==> src/rtl/spc_aram_arbiter.sv <==
// spc_aram_arbiter: time-slot scheduler sharing the ARAM between SPC700, S-DSP and host
module spc_aram_arbiter #(
  parameter int SLOT_CYCLES = 3,
  parameter int NSLOTS = 4,
  parameter int DSP_SLOTS = 1,
  localparam int CW = $clog2(SLOT_CYCLES),
  localparam int SW = $clog2(NSLOTS)
) (
  input  logic          CLK,
  input  logic          RST,
  input  logic [15:0]   CPU_A,
  input  logic [7:0]    CPU_DO,
  input  logic          CPU_WE_N,
  output logic [7:0]    CPU_DI,
  output logic          CPU_RDY,
  input  logic          DSP_REQ,
  input  logic [15:0]   DSP_A,
  input  logic          DSP_WE,
  input  logic [7:0]    DSP_DO,
  output logic [7:0]    DSP_DI,
  output logic          DSP_ACK,
  input  logic          HOST_REQ,
  input  logic [15:0]   HOST_A,
  input  logic          HOST_WE,
  input  logic [7:0]    HOST_DO,
  output logic [7:0]    HOST_DI,
  output logic          HOST_ACK,
  output logic [15:0]   RAM_A,
  output logic [7:0]    RAM_DO,
  output logic          RAM_WE,
  output logic          RAM_CE,
  input  logic [7:0]    RAM_DI,
  output logic [SW-1:0] SLOT_IDX
);
  typedef enum logic [1:0] {IDLE, CPU, DSP, HOST} owner_t;
  localparam logic [CW-1:0] LAST = CW'(SLOT_CYCLES - 1);
  localparam logic [SW-1:0] SLOT_LAST = SW'(NSLOTS - 1);
  localparam logic [SW-1:0] DSP_LIM = SW'(DSP_SLOTS);
  logic [CW-1:0] cyc;
  owner_t owner_q, owner_d;
  logic we_q, wr_sel, start;
  logic [15:0] a_q, addr_sel;
  logic [7:0] do_q, do_sel;
  // Owner candidate for the slot starting now, plus its address/data/direction; the cycle-0 access is driven straight from it
  always_comb begin
    owner_d = RST ? IDLE : (SLOT_IDX < DSP_LIM) ? (DSP_REQ ? DSP : IDLE) : (HOST_REQ ? HOST : CPU);
    addr_sel = owner_d == DSP ? DSP_A : owner_d == HOST ? HOST_A : CPU_A;
    do_sel = owner_d == DSP ? DSP_DO : owner_d == HOST ? HOST_DO : CPU_DO;
    wr_sel = owner_d == DSP ? DSP_WE : owner_d == HOST ? HOST_WE : !CPU_WE_N;
    start = cyc == '0 && owner_d != IDLE;
    RAM_CE = start;
    RAM_WE = start && wr_sel;
    RAM_A = start ? addr_sel : a_q;
    RAM_DO = start ? do_sel : do_q;
    CPU_RDY = cyc == LAST && owner_q == CPU;
    DSP_ACK = cyc == LAST && owner_q == DSP;
    HOST_ACK = cyc == LAST && owner_q == HOST;
  end
  // Slot counters, owner latch at slot start, RAM bus hold registers and read-data capture one cycle after the access
  always_ff @(posedge CLK) begin
    if (RST) begin
      cyc <= '0;
      SLOT_IDX <= '0;
      owner_q <= IDLE;
      we_q <= 1'b0;
      a_q <= '0;
      do_q <= '0;
      CPU_DI <= '0;
      DSP_DI <= '0;
      HOST_DI <= '0;
    end else begin
      cyc <= cyc == LAST ? '0 : cyc + 1'b1;
      if (cyc == LAST) SLOT_IDX <= SLOT_IDX == SLOT_LAST ? '0 : SLOT_IDX + 1'b1;
      if (cyc == '0) begin
        owner_q <= owner_d;
        we_q <= wr_sel;
      end
      if (start) begin
        a_q <= addr_sel;
        do_q <= do_sel;
      end
      if (cyc == CW'(1) && !we_q) begin
        if (owner_q == CPU) CPU_DI <= RAM_DI;
        if (owner_q == DSP) DSP_DI <= RAM_DI;
        if (owner_q == HOST) HOST_DI <= RAM_DI;
      end
    end
  end
endmodule

==> config.mk <==
export PLATFORM = sky130hd
export DESIGN_NAME = spc_aram_arbiter
export DESIGN_NICKNAME = d
export VERILOG_FILES = /design/src/rtl/spc_aram_arbiter.sv
export SDC_FILE = /design/constraint.sdc
export NUM_CORES = 1
export LEC_CHECK = 0
export CORE_UTILIZATION = 30
export CTS_CLUSTER_SIZE = 24
export DETAILED_ROUTE_END_ITERATION = 8
export MAX_ROUTING_LAYER = met4
export PLACE_DENSITY = 0.63
export SKIP_CTS_REPAIR_TIMING = 1
export SYNTH_ARGS = -nofsm -noshare
export SYNTH_HDL_FRONTEND = slang
export SYNTH_SLANG_ARGS = --single-unit
==> constraint.sdc <==
create_clock -name CLK -period 2.3 [get_ports CLK]
set_clock_uncertainty 0.05 [all_clocks]
set_input_delay 0.345 -clock CLK [delete_from_list [all_inputs] [get_ports CLK]]
set_output_delay 0.345 -clock CLK [all_outputs]
set_load 0.05 [all_outputs]
## Word-level counts from Yosys, hierarchy flattened

Cells that the tools add are included.

| storage, ports and cells | value |
|---|---|
| flip-flop bits (word level) | 55 |

| operators by class | value |
|---|---|
| order comparisons | 1 |
| add/subtract/negate cells | 2 |
| reductions and logical operators | 14 |
| equal/unequal tests | 8 |
| multiplexer cells | 13 |

Operators by type and width:

| cell | count |
|---|---|
| $mux 16 | 3 |
| $mux 8 | 3 |
| $eq 2x2->1 const B | 6 |
| $mux 2 | 5 |
| $logic_and 1x1->1 | 6 |
| $reduce_and 2->1 | 3 |
| $add 2x1->2 const B | 2 |
| $eq 2x1->1 const B | 2 |
| $logic_not 1->1 | 2 |
| $logic_not 2->1 | 1 |
| $lt 2x1->1 const B | 1 |
| $mux 1 | 2 |
| $reduce_bool 2->1 | 1 |
| $reduce_or 2->1 | 1 |

## Depth between registers and ports, before layout

| depth | value |
|---|---|
| depth after elaboration | 7 |
| depth in mapped cells | 7 |

## Worst setup path after synthesis

Ideal clock, no wire load.

| timing path | value |
|---|---|
| path kind | register to output |
| from | register SLOT_IDX[0] |
| to | output port RAM_WE |
| data arrival time | 2.553 ns |
| buffers on the path | 2 |
| slack | -0.648 ns |
| cell stages (with the launch flop) | 6 |
| required time | 1.905 ns |
| cell sequence | dfxtp_1 > inv_1 > ha_1 > buf_2 > buf_2 > a211oi_1 |

| on the way | value |
|---|---|
| cells in the longest elaborated chain, start to end | 7 |
| elaborated cells between the ends (all ways) | 10 |
| those cells by class | 1 x order compare; 2 x eq/ne; 4 x mux; 3 x reduce/logical |

RTL lines:

| item | line | source |
|---|---|---|
| start, declared | 33 | `output logic [SW-1:0] SLOT_IDX` |
| start signal, assigned | 73 | `if (cyc == LAST) SLOT_IDX <= SLOT_IDX == SLOT_LAST ? '0 : SLOT_IDX + 1'b1;` |
| $lt 2x1->1 (*) | 46 | `owner_d = RST ? IDLE : (SLOT_IDX < DSP_LIM) ? (DSP_REQ ? DSP : IDLE) : (HOST_REQ ? HOST : CPU);` |
| $mux 2 (*) (2 in series) | 46 |  |
| $eq 2x2->1 | 49 | `wr_sel = owner_d == DSP ? DSP_WE : owner_d == HOST ? HOST_WE : !CPU_WE_N;` |
| $mux 1 (2 in series) | 49 |  |
| $logic_and 1x1->1 (*) | 52 | `RAM_WE = start && wr_sel;` |
| end, declared | 30 | `output logic RAM_WE,` |

Mark *: on every way between the ends. The rest lies on a longest branch, timed or not.

## Final worst setup path

| timing path | value |
|---|---|
| from | register SLOT_IDX[1] |
| to | output port RAM_A[3] |

| on the way | value |
|---|---|
| cells in the longest elaborated chain, start to end | 7 |
| elaborated cells between the ends (all ways) | 10 |
| those cells by class | 1 x order compare; 2 x eq/ne; 5 x mux; 2 x reduce/logical |

RTL lines:

| item | line | source |
|---|---|---|
| $lt 2x1->1 (*) | 46 |  |
| $mux 2 (*) (2 in series) | 46 |  |
| $eq 2x2->1 | 47 | `addr_sel = owner_d == DSP ? DSP_A : owner_d == HOST ? HOST_A : CPU_A;` |
| $mux 16 (2 in series) | 47 |  |
| $mux 16 (*) | -- |  |
| end, declared | 28 | `output logic [15:0] RAM_A,` |

Marks and branches as above.

==> metrics.cfg <==
[finish]
syn_to_final_growth_pct=72.6
design.final.nets=617
final_area_mm2=0.00529
n_fill_cell=948
post_route_cells_drive_above_1_share=0.314
area_used_by_multi_input_combinational_logic_mm2=0.00190
area.sequential_mm2=0.00111
antenna_cells_inserted=0
fin_cells=659

[detailed_routing]
ant_nets=0
drt-total-wl_mm=10.2
wire_per_inst_um=15.4
routed_via_density=4.99
initial_drc_count=73
drc=0
route.vias.total=3290
drt_first_pass_iters=4

[logic_synthesis]
sequential_share_of_the_synthesized_area=0.359
yosysWarningCount=0
yosys.area_share.adder=0.0204
syn_avg_cell_area_um2=8.56
synth_compound_area_frac=0.252
simple_gate_share_of_the_synthesized_area=0.212
synth_top_family_by_area=compound AO/OA/AOI/OAI gates
syn-cell-area_mm2=0.00306
synthesis.nets=450
postSynthRegisterBits=55
synth_instances=358
post_synth_xor_area_fraction=0
synth_cell_types=36
post_synth_mux_area_share=0.0621

[placement]
dpl_worst_slack_ns=-0.0846
placed_area_mm2=0.00495
routabilityCongestion=0.780
port-buffer-count=141
dp_hpwl_mm=6.87
dpl.cell_count=639

[global_routing]
grt_most_used_layer=met2
number_of_antenna_violations_at_the_first_check_in_global_routing=0
grt_max_degree=59
gr-usage-all-layers=0.182
globalRouteMet2Util=0.287
grt_pass1_wl_mm=14.7
grt_use_met1=0.237
globalRoute.totalOverflow=0
number_of_global_route_vias_before_repair=3062
groute.layer.met3.usage=0.0359

[cts]
clock_path_buffers=2
cts_tree=yes
tritoncts_num_sinks=55
htree_num_levels=2
tritoncts_buffer_count=5
clk-insertion-delay-late_ns=0.31
clkTransAtPathRegs_ns=0.10
root_driver=sky130_fd_sc_hd__clkbuf_8

[timing]
worst_slew_margin_rel=0.608
setup_violation_total_in_the_final_timing_report=0
fin_tns_setup_ns=0
grt_setup_unrepaired=true
worst_slew_pin_slew_ns=0.580
hold_slack_ns=0.380
min_period_over_period=0.999
finalMaxSlewViolations=0
period_minus_slack_ns=2.30
finalWorstSetupSlack_ns=0.00161
final_hold_viol_count=0
fmax_mhz=435

[setup_path]
crit_path_start_kind=flip-flop
cp_slowest_stage_delay_ns=0.37
critical_path_class=flip-flop to output port
critical_path_peak_fanout=6
r2r-start=cyc[1]$_SDFF_PP0_
critical_path_buf_inv_count=4
kind_of_capture_point_of_the_worst_setup_path=output port
regToRegSetupSlack_ns=0.44
timing.critical_path.max_delay_family=buffers and inverters
timing.critical_path.cells=inv_4 > ha_4 > buf_6 > and3b_1 > nor4_2 > buf_4 > a2bb2oi_4 > buf_8
timing.reg2reg.worst_path_depth=6
critical_path.reg2reg.endpoint=DSP_DI[5]$_SDFFE_PP0P_
timing.critical_path.arrival_ns=1.90
timing.critical_path.slowest_stage_cell=sky130_fd_sc_hd__dfxtp_4
required_ns=1.90

[outcome]
outcome=completed

[worst_hold_path]
hp-start=cyc[0]$_SDFF_PP0_
hold_class=flip-flop to flip-flop
hold_path_depth=1
min_delay_worst_endpoint=cyc[0]$_SDFF_PP0_

[floorplanning]
start_util=0.312
placeable_core_area_mm2=0.00982
die_area_mm2=0.0106
floorplan.die.height_um=103
dieWidth_um=103
std_cell_rows=36
ios=142

[pwr]
power.density_cell_area_mw_per_mm2=717
irDropWorstVdd_v=0.000412
static-leakage-power_uw=0.00199

[run]
cap_viol_max_count=0

-- registers in the layout (all words and copies together) (netlist names) --
| register | flops |
|---|---|
| cyc | 2 |
| DSP_DI | 8 |
| SLOT_IDX | 2 |
| a_q | 16 |
| CPU_DI | 8 |
| do_q | 8 |
| HOST_DI | 8 |
| owner_q | 2 |
| we_q | 1 |
-- worst register-to-register path, cell delays in order, from the launching register on --
cell and delay (ns):
sky130_fd_sc_hd__dfxtp_1 0.33, sky130_fd_sc_hd__inv_1 0.08, sky130_fd_sc_hd__ha_1 0.19, sky130_fd_sc_hd__nor4bb_2 0.58, sky130_fd_sc_hd__buf_4 0.28, sky130_fd_sc_hd__mux2i_1 0.19, sky130_fd_sc_hd__nor2_1 0.05
-- Yosys cell counts --
cell / count / area [um^2]
sky130_fd_sc_hd__buf_6: 3 / 33.8
sky130_fd_sc_hd__buf_4: 4 / 30.0
sky130_fd_sc_hd__and4bb_2: 1 / 12.5
sky130_fd_sc_hd__nand4b_1: 1 / 8.76
sky130_fd_sc_hd__o32ai_1: 24 / 210
sky130_fd_sc_hd__clkbuf_1: 8 / 30.0
sky130_fd_sc_hd__and4b_1: 2 / 20.0
sky130_fd_sc_hd__a211oi_1: 5 / 37.5
sky130_fd_sc_hd__nor2_1: 25 / 93.8
sky130_fd_sc_hd__o21ai_0: 1 / 5.00
sky130_fd_sc_hd__nand2b_1: 3 / 18.8
sky130_fd_sc_hd__a21oi_1: 25 / 125
sky130_fd_sc_hd__clkbuf_2: 1 / 5.00
sky130_fd_sc_hd__nor3_1: 1 / 5.00
sky130_fd_sc_hd__o22ai_1: 23 / 144
sky130_fd_sc_hd__nand3b_1: 1 / 7.51
sky130_fd_sc_hd__a21oi_2: 7 / 61.3
sky130_fd_sc_hd__a2bb2oi_1: 1 / 8.76
sky130_fd_sc_hd__nor2b_1: 2 / 12.5
sky130_fd_sc_hd__nor4_1: 1 / 6.26
sky130_fd_sc_hd__or3b_1: 23 / 201
sky130_fd_sc_hd__and2b_1: 1 / 7.51
sky130_fd_sc_hd__or2_2: 23 / 144
sky130_fd_sc_hd__mux2i_1: 19 / 190
sky130_fd_sc_hd__nand2_1: 19 / 71.3
sky130_fd_sc_hd__and3b_1: 1 / 8.76
sky130_fd_sc_hd__buf_2: 17 / 85.1
sky130_fd_sc_hd__and3_1: 1 / 6.26
sky130_fd_sc_hd__o211ai_1: 23 / 173
sky130_fd_sc_hd__ha_1: 5 / 62.6
sky130_fd_sc_hd__nor3b_1: 2 / 15.0
sky130_fd_sc_hd__o21a_1: 1 / 7.51
sky130_fd_sc_hd__buf_1: 1 / 3.75
sky130_fd_sc_hd__dfxtp_1: 55 / 1100
sky130_fd_sc_hd__inv_1: 27 / 101
sky130_fd_sc_hd__nor4bb_1: 1 / 10.0
-- kinds of logic after synthesis --
logic type                 count (synthesis)
and+or+nand+nor                          108
DFF                                       55
adders and majority gates                  5
AOI/OAI and AO/OA                        110
muxes                                     19
buffers and inverters                     61
-- where the power goes --
group	total, uW	leakage [uW]	switching (uW)	internal [uW]
clock	672	0.0000548	343	329
sequential	1150	0.000452	60.2	1090
combinational	1970	0.00148	1140	829
total	3790	0.00199	1550	2240
-- cell usage in the layout (no fill, tap or decap), types with 2 or more instances in the layout --
| cell | synthesis | layout |
|---|---|---|
| sky130_fd_sc_hd__clkdlybuf4s50_1 | 0 | 109 |
| sky130_fd_sc_hd__buf_4 | 4 | 69 |
| sky130_fd_sc_hd__dfxtp_1 | 55 | 52 |
| sky130_fd_sc_hd__inv_1 | 27 | 25 |
| sky130_fd_sc_hd__nor2_1 | 25 | 24 |
| sky130_fd_sc_hd__o32ai_1 | 24 | 24 |
| sky130_fd_sc_hd__or2_2 | 23 | 23 |
| sky130_fd_sc_hd__or3b_1 | 23 | 23 |
| sky130_fd_sc_hd__o211ai_1 | 23 | 23 |
| sky130_fd_sc_hd__o22ai_2 | 0 | 21 |
| sky130_fd_sc_hd__mux2i_1 | 19 | 19 |
| sky130_fd_sc_hd__nand2_1 | 19 | 19 |
| sky130_fd_sc_hd__a21oi_1 | 25 | 18 |
| sky130_fd_sc_hd__a21oi_2 | 7 | 14 |
| sky130_fd_sc_hd__buf_12 | 0 | 7 |
| sky130_fd_sc_hd__clkbuf_8 | 0 | 5 |
| sky130_fd_sc_hd__a211oi_1 | 5 | 4 |
| sky130_fd_sc_hd__ha_1 | 5 | 3 |
| sky130_fd_sc_hd__clkbuf_16 | 0 | 3 |
| sky130_fd_sc_hd__dfxtp_4 | 0 | 2 |
| sky130_fd_sc_hd__and4b_1 | 2 | 2 |
| sky130_fd_sc_hd__nand2b_1 | 3 | 2 |
| sky130_fd_sc_hd__o22ai_1 | 23 | 2 |
| sky130_fd_sc_hd__nor3b_1 | 2 | 2 |
| sky130_fd_sc_hd__dlymetal6s2s_1 | 0 | 2 |
| sky130_fd_sc_hd__buf_6 | 3 | 2 |
-- through the flow --
| step | util | total power, uW |
|---|---|---|
| after detailed placement | 0.504 | 3020 |
| after global routing | 0.539 | 3970 |
| after CTS | 0.516 | 3690 |
| after floorplan | - | 2360 |
| after global placement | 0.504 | 3000 |
| final | 0.539 | 3790 |
-- how the worst max path moves through the flow --
| stage | depth (start not counted) | startpoint | end |
|---|---|---|---|
| detailed placement | 6 | HOST_REQ | RAM_A[9] |
| CTS | 7 | SLOT_IDX[0]$_SDFFE_PP0P_ | RAM_A[9] |
| global placement | 6 | HOST_REQ | RAM_A[7] |
| global route | 8 | SLOT_IDX[0]$_SDFFE_PP0P_ | RAM_A[3] |
| finish | 8 | SLOT_IDX[1]$_SDFFE_PP0P_ | RAM_A[3] |
| floorplan | 6 | SLOT_IDX[0]$_SDFFE_PP0P_ | RAM_A[15] |
-- cell type report --
type / instances / area share
clock buffers: 5 / 0.0130
inverters: 27 / 0.0196
repair buffers: 194 / 0.358
multi-input cells: 242 / 0.360
flip-flops and latches: 55 / 0.210
well taps: 133 / 0.0315
clock inverters: 3 / 0.00875
-- per-layer routing --
| metal | share of wire | routed length [um] |
|---|---|---|
| met1 | 0.46 | 4640 |
| met2 | 0.47 | 4810 |
| met3 | 0.065 | 659 |
| met4 | 0.0069 | 70 |
| met5 | 0 | 0 |
Note: power is estimated with default switching activity, not from simulation.
